File: src/rtl/cdc_hs_tx_ctrl.sv
// cdc_hs_tx_ctrl
// Source-side controller for a 4-phase req/ack handshake carrying a
// DATA_W-bit word into another clock domain. The word is captured on
// accept and held on tx_data; only the returning ack crosses domains,
// through a SYNC_STAGES-deep flop chain.
//
// Build option: define CDC_HS_TIMEOUT_EN to abort a handshake wait state
// after TIMEOUT_CYC cycles. Without it both wait states wait forever and
// the timeout output is tied low.
//
// state  | meaning
// -------+---------------------------------------------------------------
// DRAIN  | after reset/abort: wait for the sync chain to settle with ack low
// IDLE   | ready for a new word; a high ack here is a protocol error
// REQ_HI | tx_req asserted, waiting for the synchronized ack to rise
// ACK_LO | tx_req released, waiting for the synchronized ack to fall

module cdc_hs_tx_ctrl #(
    parameter int DATA_W      = 6,
    parameter int SYNC_STAGES = 2,
    parameter int TIMEOUT_CYC = 256
) (
    input  logic              clk,
    input  logic              rst,
    input  logic              in_valid,
    input  logic [DATA_W-1:0] in_data,
    output logic              in_ready,
    output logic [DATA_W-1:0] tx_data,
    output logic              tx_req,
    input  logic              tx_ack_async,
    output logic              busy,
    output logic              done,
    output logic              err,
    output logic              timeout
);

    localparam int SETTLE_W = $clog2(SYNC_STAGES + 1);

    typedef enum logic [1:0] {
        DRAIN  = 2'd0,
        IDLE   = 2'd1,
        REQ_HI = 2'd2,
        ACK_LO = 2'd3
    } state_t;

    // A single-flop chain gives no metastability protection, and a wait
    // budget below two cycles cannot cover even the synchronizer delay.
    if (SYNC_STAGES < 2 || TIMEOUT_CYC < 2) begin : gParamCheck
        $error("cdc_hs_tx_ctrl: SYNC_STAGES and TIMEOUT_CYC must both be >= 2");
    end

    state_t                state;
    state_t                nextState;
    logic [SYNC_STAGES-1:0] syncFf;
    logic                  ackS;
    logic [SETTLE_W-1:0]   settleCnt;
    logic                  settleDone;
    logic                  waitExpired;

    logic                  nxtReady;
    logic [DATA_W-1:0]     nxtData;
    logic                  nxtReq;
    logic                  nxtBusy;
    logic                  nxtDone;
    logic                  nxtErr;
    logic                  nxtTimeout;

    // Ack synchronizer: shift the asynchronous ack through the flop chain.
    always_ff @(posedge clk) begin
        if (rst) begin
            syncFf <= '0;
        end else begin
            syncFf <= {syncFf[SYNC_STAGES-2:0], tx_ack_async};
        end
    end

    assign ackS = syncFf[SYNC_STAGES-1];

    // Settle counter: counts DRAIN cycles so stale ack values have flushed
    // out of the chain before the FSM trusts ackS; cleared outside DRAIN.
    always_ff @(posedge clk) begin
        if (rst) begin
            settleCnt <= '0;
        end else if (state != DRAIN) begin
            settleCnt <= '0;
        end else if (!settleDone) begin
            settleCnt <= settleCnt + SETTLE_W'(1);
        end
    end

    assign settleDone = (settleCnt == SETTLE_W'(SYNC_STAGES));

`ifdef CDC_HS_TIMEOUT_EN
    localparam int WAIT_W = $clog2(TIMEOUT_CYC);

    logic [WAIT_W-1:0] waitCnt;
    logic              ackMissing;

    // Wait counter: restarts on every state change, runs in the wait states.
    always_ff @(posedge clk) begin
        if (rst) begin
            waitCnt <= '0;
        end else if ((state != nextState) || !(state inside {REQ_HI, ACK_LO})) begin
            waitCnt <= '0;
        end else begin
            waitCnt <= waitCnt + WAIT_W'(1);
        end
    end

    assign ackMissing  = ((state == REQ_HI) && !ackS) || ((state == ACK_LO) && ackS);
    assign waitExpired = ackMissing && (waitCnt == WAIT_W'(TIMEOUT_CYC - 1));
`else
    assign waitExpired = 1'b0;
`endif

    // State and output registers.
    always_ff @(posedge clk) begin
        if (rst) begin
            state    <= DRAIN;
            in_ready <= 1'b0;
            tx_data  <= '0;
            tx_req   <= 1'b0;
            busy     <= 1'b0;
            done     <= 1'b0;
            err      <= 1'b0;
            timeout  <= 1'b0;
        end else begin
            state    <= nextState;
            in_ready <= nxtReady;
            tx_data  <= nxtData;
            tx_req   <= nxtReq;
            busy     <= nxtBusy;
            done     <= nxtDone;
            err      <= nxtErr;
            timeout  <= nxtTimeout;
        end
    end

    // Next-state decode.
    always_comb begin
        nextState = state;
        case (state)
            DRAIN: begin
                if (settleDone && !ackS) begin
                    nextState = IDLE;
                end
            end
            IDLE: begin
                if (in_valid && in_ready) begin
                    nextState = REQ_HI;
                end
            end
            REQ_HI: begin
                if (waitExpired) begin
                    nextState = DRAIN;
                end else if (ackS) begin
                    nextState = ACK_LO;
                end
            end
            ACK_LO: begin
                if (waitExpired) begin
                    nextState = DRAIN;
                end else if (!ackS) begin
                    nextState = IDLE;
                end
            end
            default: nextState = DRAIN;
        endcase
    end

    // Output decode: next values of the registered outputs; they hold by default.
    always_comb begin
        nxtReady   = in_ready;
        nxtData    = tx_data;
        nxtReq     = tx_req;
        nxtBusy    = busy;
        nxtDone    = 1'b0;
        nxtErr     = err;
        nxtTimeout = 1'b0;
        case (state)
            DRAIN: begin
                if (settleDone && !ackS) begin
                    nxtReady = 1'b1;
                end
            end
            IDLE: begin
                // The remote side has no request to acknowledge here.
                if (ackS) begin
                    nxtErr = 1'b1;
                end
                if (in_valid && in_ready) begin
                    nxtData  = in_data;
                    nxtReq   = 1'b1;
                    nxtReady = 1'b0;
                    nxtBusy  = 1'b1;
                end
            end
            REQ_HI: begin
                if (waitExpired) begin
                    nxtTimeout = 1'b1;
                    nxtReq     = 1'b0;
                    nxtBusy    = 1'b0;
                    nxtErr     = 1'b1;
                end else if (ackS) begin
                    nxtReq = 1'b0;
                end
            end
            ACK_LO: begin
                if (waitExpired) begin
                    nxtTimeout = 1'b1;
                    nxtBusy    = 1'b0;
                    nxtErr     = 1'b1;
                end else if (!ackS) begin
                    nxtDone  = 1'b1;
                    nxtBusy  = 1'b0;
                    nxtReady = 1'b1;
                end
            end
            default: begin
                nxtReady = 1'b0;
                nxtReq   = 1'b0;
                nxtBusy  = 1'b0;
            end
        endcase
    end

endmodule

File: config.mk
export PLATFORM = sky130hd
export DESIGN_NAME = cdc_hs_tx_ctrl
export DESIGN_NICKNAME = d
export VERILOG_FILES = /design/src/rtl/cdc_hs_tx_ctrl.sv
export SDC_FILE = /design/constraint.sdc
export NUM_CORES = 1
export LEC_CHECK = 0
export ABC_AREA = 1
export ABC_CLOCK_PERIOD_IN_PS = 1100
export CORE_MARGIN = 1
export CORE_UTILIZATION = 41
export DETAILED_ROUTE_END_ITERATION = 7
export GPL_TIMING_DRIVEN = 0
export PLACE_DENSITY = 0.73
export SLEW_MARGIN = 20
export SYNTH_ARGS = -nofsm -noshare
export SYNTH_HDL_FRONTEND = slang
export SYNTH_SLANG_ARGS = --single-unit
export TNS_END_PERCENT = 50
File: constraint.sdc
create_clock -name clk -period 1.1 [get_ports clk]
set_input_delay 0.11 -clock clk [delete_from_list [all_inputs] [get_ports clk]]
set_output_delay 0.11 -clock clk [all_outputs]
set_load 0.02 [all_outputs]
==> results.json <==
{
  "leakage_nw": 0.4948,
  "period_needed_ns": 1.188,
  "clock-root-buffer": "clkbuf_4",
  "drive_above_1_share_pct": 31.78,
  "fp-row-count": 15,
  "crit_chain": "inv_4 > ha_2 > inv_1 > nand2_2 > nand2_4 > nand3_1 > nand2_1 > nor2_1",
  "crit_required_ns": 1.29,
  "num_io_pins": 22,
  "antenna_left": 0,
  "hold_slack_ns": 0.3231,
  "firstDrtPassIters": 6,
  "initial_utilization_pct": 44.82,
  "yosysTopAreaCell": "dfxtp_1",
  "worstSetupPathType": "reg2reg",
  "arrival_ns": 1.38,
  "grt_antenna_before_repair": 0,
  "die_height_um": 45.92,
  "grt_pass1_vias": 622,
  "overflow": 0,
  "worstPathMaxFanout": 6,
  "hpwl_mm": 1.081,
  "violations": "negative setup slack",
  "vias": 714,
  "cts_buffers": 3,
  "start_kind": "flop",
  "wirelength_mm": 1.754,
  "syn_nets": 117,
  "diodes": 0,
  "synthDistinctLibCells": 17,
  "ys_warn_count": 0,
  "die_area_mm2": 0.002108,
  "finalSetupViolations": 11,
  "syn2layout_area_growth_pct": 51.42,
  "htree_num_levels": 1,
  "clkSinkCount": 17,
  "tns_ns": -0.6546,
  "crit_path_end_kind": "flop",
  "ys_ff_latch": 17,
  "finalHoldViolations": 0,
  "min-delay-path-class": "in2reg",
  "grtUsageMet1_pct": 20.10,
  "ir_drop_uv": 1368,
  "fin_worst_skew_ns": 0.001007,
  "use_met2_pct": 25.92,
  "synth_area_leaders": "dfxtp_1 (43%), ha_1 (11%), a21oi_1 (8.9%)",
  "synth-seq-area-share_pct": 43.04,
  "io_buffers": 20,
  "maxCapViolations": 0,
  "finalCritPeriodShare_pct": 108.0,
  "cts_tree": "built",
  "die_x_um": 45.92,
  "vias_per_cell": 4.636,
  "clk_pin_slew_ns": 0.10,
  "drt_iter0_markers": 30,
  "syn-cell-area_um2": 790.8,
  "cts-hold-fix-buffers": 0,
  "post-route-drc-count": 0,
  "rsz0062_at_grt": "true",
  "grt_max_degree": 11,
  "netlist.area_leader.share_pct": 43.04,
  "fmax_mhz": 841.7,
  "wl_per_cell_um": 11.39,
  "grt_pass1_wl_mm": 2.435,
  "status": "finished with violations",
  "core_area_mm2": 0.001764,
  "powerDensity_mw_per_mm2": 1948,
  "clk_latency_ns": 0.29,
  "fillerInstances": 146,
  "setup_slack_ns": -0.08813,
  "slew_violations": 0,
  "use_met3_pct": 2.381,
  "p_total_w": 0.002333,
  "cp_slowest_cell": "dfxtp_4",
  "place_congestion": 0.6652,
  "grt-busiest-layer": "met2",
  "syn_inst": 100,
  "cts_buffer_depth": 2,
  "num-nets-final": 147,
  "cp_slowest_stage_delay_ns": 0.41,
  "grt_usage_pct": 16.26,
  "syn_avg_cell_area_um2": 7.908
}
[layout make-up]
type	count	area (µm²)	share of cell area, %
clock buffers	4	26.28	2.194
plain buffers	3	30.03	2.508
well taps	25	31.28	2.612
inverters	18	75.07	6.270
flip-flops and latches	17	347.8	29.05
multi-input cells	62	450.4	37.62
repair buffers	25	236.5	19.75
[critical path, delay by kind of cell, from the launching register on]
family	cells	cell delay, ns
and+or+nand+nor	5	0.37
buffers and inverters	2	0.13
adders and majority gates	1	0.18
DFF	1	0.41
[cells in the mapped netlist, drive strengths merged]
cell,count
a211oi,1
a21oi,14
buf,3
conb,1
dfxtp,17
ha,7
inv,18
nand2,18
nand3,4
nor2,9
nor3,1
o211ai,1
o21ai,6
[per-layer routing]
layer / vias to the layer above / wire length (µm)
li1: 368 / -
met1: 323 / 768
met2: 17 / 873
met3: 6 / 49
met4: 0 / 63
met5: - / 0
[cell usage in the layout (no fill, tap or decap), types with 3 or more instances in the layout]
master / instances
inv_4: 3
clkbuf_2: 3
o21ai_2: 4
clkdlybuf4s50_1: 9
nand2_1: 12
dfxtp_1: 15
ha_1: 3
clkbuf_4: 3
a21oi_1: 10
a21oi_2: 4
clkdlybuf4s15_1: 7
inv_1: 15
nand2_4: 4
buf_4: 5
nor2_1: 9
[sequential cells by signal (all words and copies together), names as in the netlist]
signal and cells:
state 2, settleCnt 2, syncFf 2, err 1
busy 1, tx_req 1, tx_data 6, in_ready 1
done 1
[per-stage QoR]
| step | util [%] | instance area [µm²] | instances | setup slack (ns) |
|---|---|---|---|---|
| floorplan | - | 810.8 | 100 | 0.01031 |
| global placement | 59.08 | 1042 | 145 | -0.1135 |
| detailed placement | 59.08 | 1042 | 145 | -0.1389 |
| CTS | 60.43 | 1066 | 149 | -0.06709 |
| global route | 67.87 | 1197 | 154 | -0.1500 |
| finish | 67.87 | 1197 | 154 | -0.08813 |
[where the power goes]
group          internal (W)  total, W  switching, W  leakage [nW]
Clock              0.000141  0.000340      0.000199        0.0150
Combinational      0.000508   0.00112      0.000615         0.340
Sequential         0.000745  0.000870      0.000125         0.140
[worst paths after layout]
check                              from                     to  slack (ns)  cells past startpoint
setup / recovery  state[0]$_SDFFE_PP0P_  state[1]$_SDFFE_PP0P_       -0.09                      8
hold reg to reg    syncFf[0]$_SDFF_PP0_   syncFf[1]$_SDFF_PP0_        0.41                      2
hold / removal             tx_ack_async   syncFf[0]$_SDFF_PP0_        0.32                      3
setup reg to reg  state[0]$_SDFFE_PP0P_  state[1]$_SDFFE_PP0P_       -0.09                      8
[kinds of logic (layout without fill, tap and decap cells)]
| logic type | Yosys count | after routing | synth area share (%) |
|---|---|---|---|
| fa+ha+maj | 7 | 7 | 11.08 |
| buf+inv | 21 | 50 | 12.34 |
| flops | 17 | 17 | 43.04 |
| compound gates | 22 | 22 | 16.46 |
| other cells | 1 | 1 | 0.4742 |
| simple gates | 32 | 32 | 16.61 |
[repair_timing]
action | CTS | global route
endpoints found under the setup margin | 19 | 21
cloned | 0 | 1
setup buffers | 0 | 4
gates resized for setup | 18 | 34
endpoints found under the hold margin | 0 | 0
pin swaps | 0 | 4
Power figures use the tool's default switching activity.
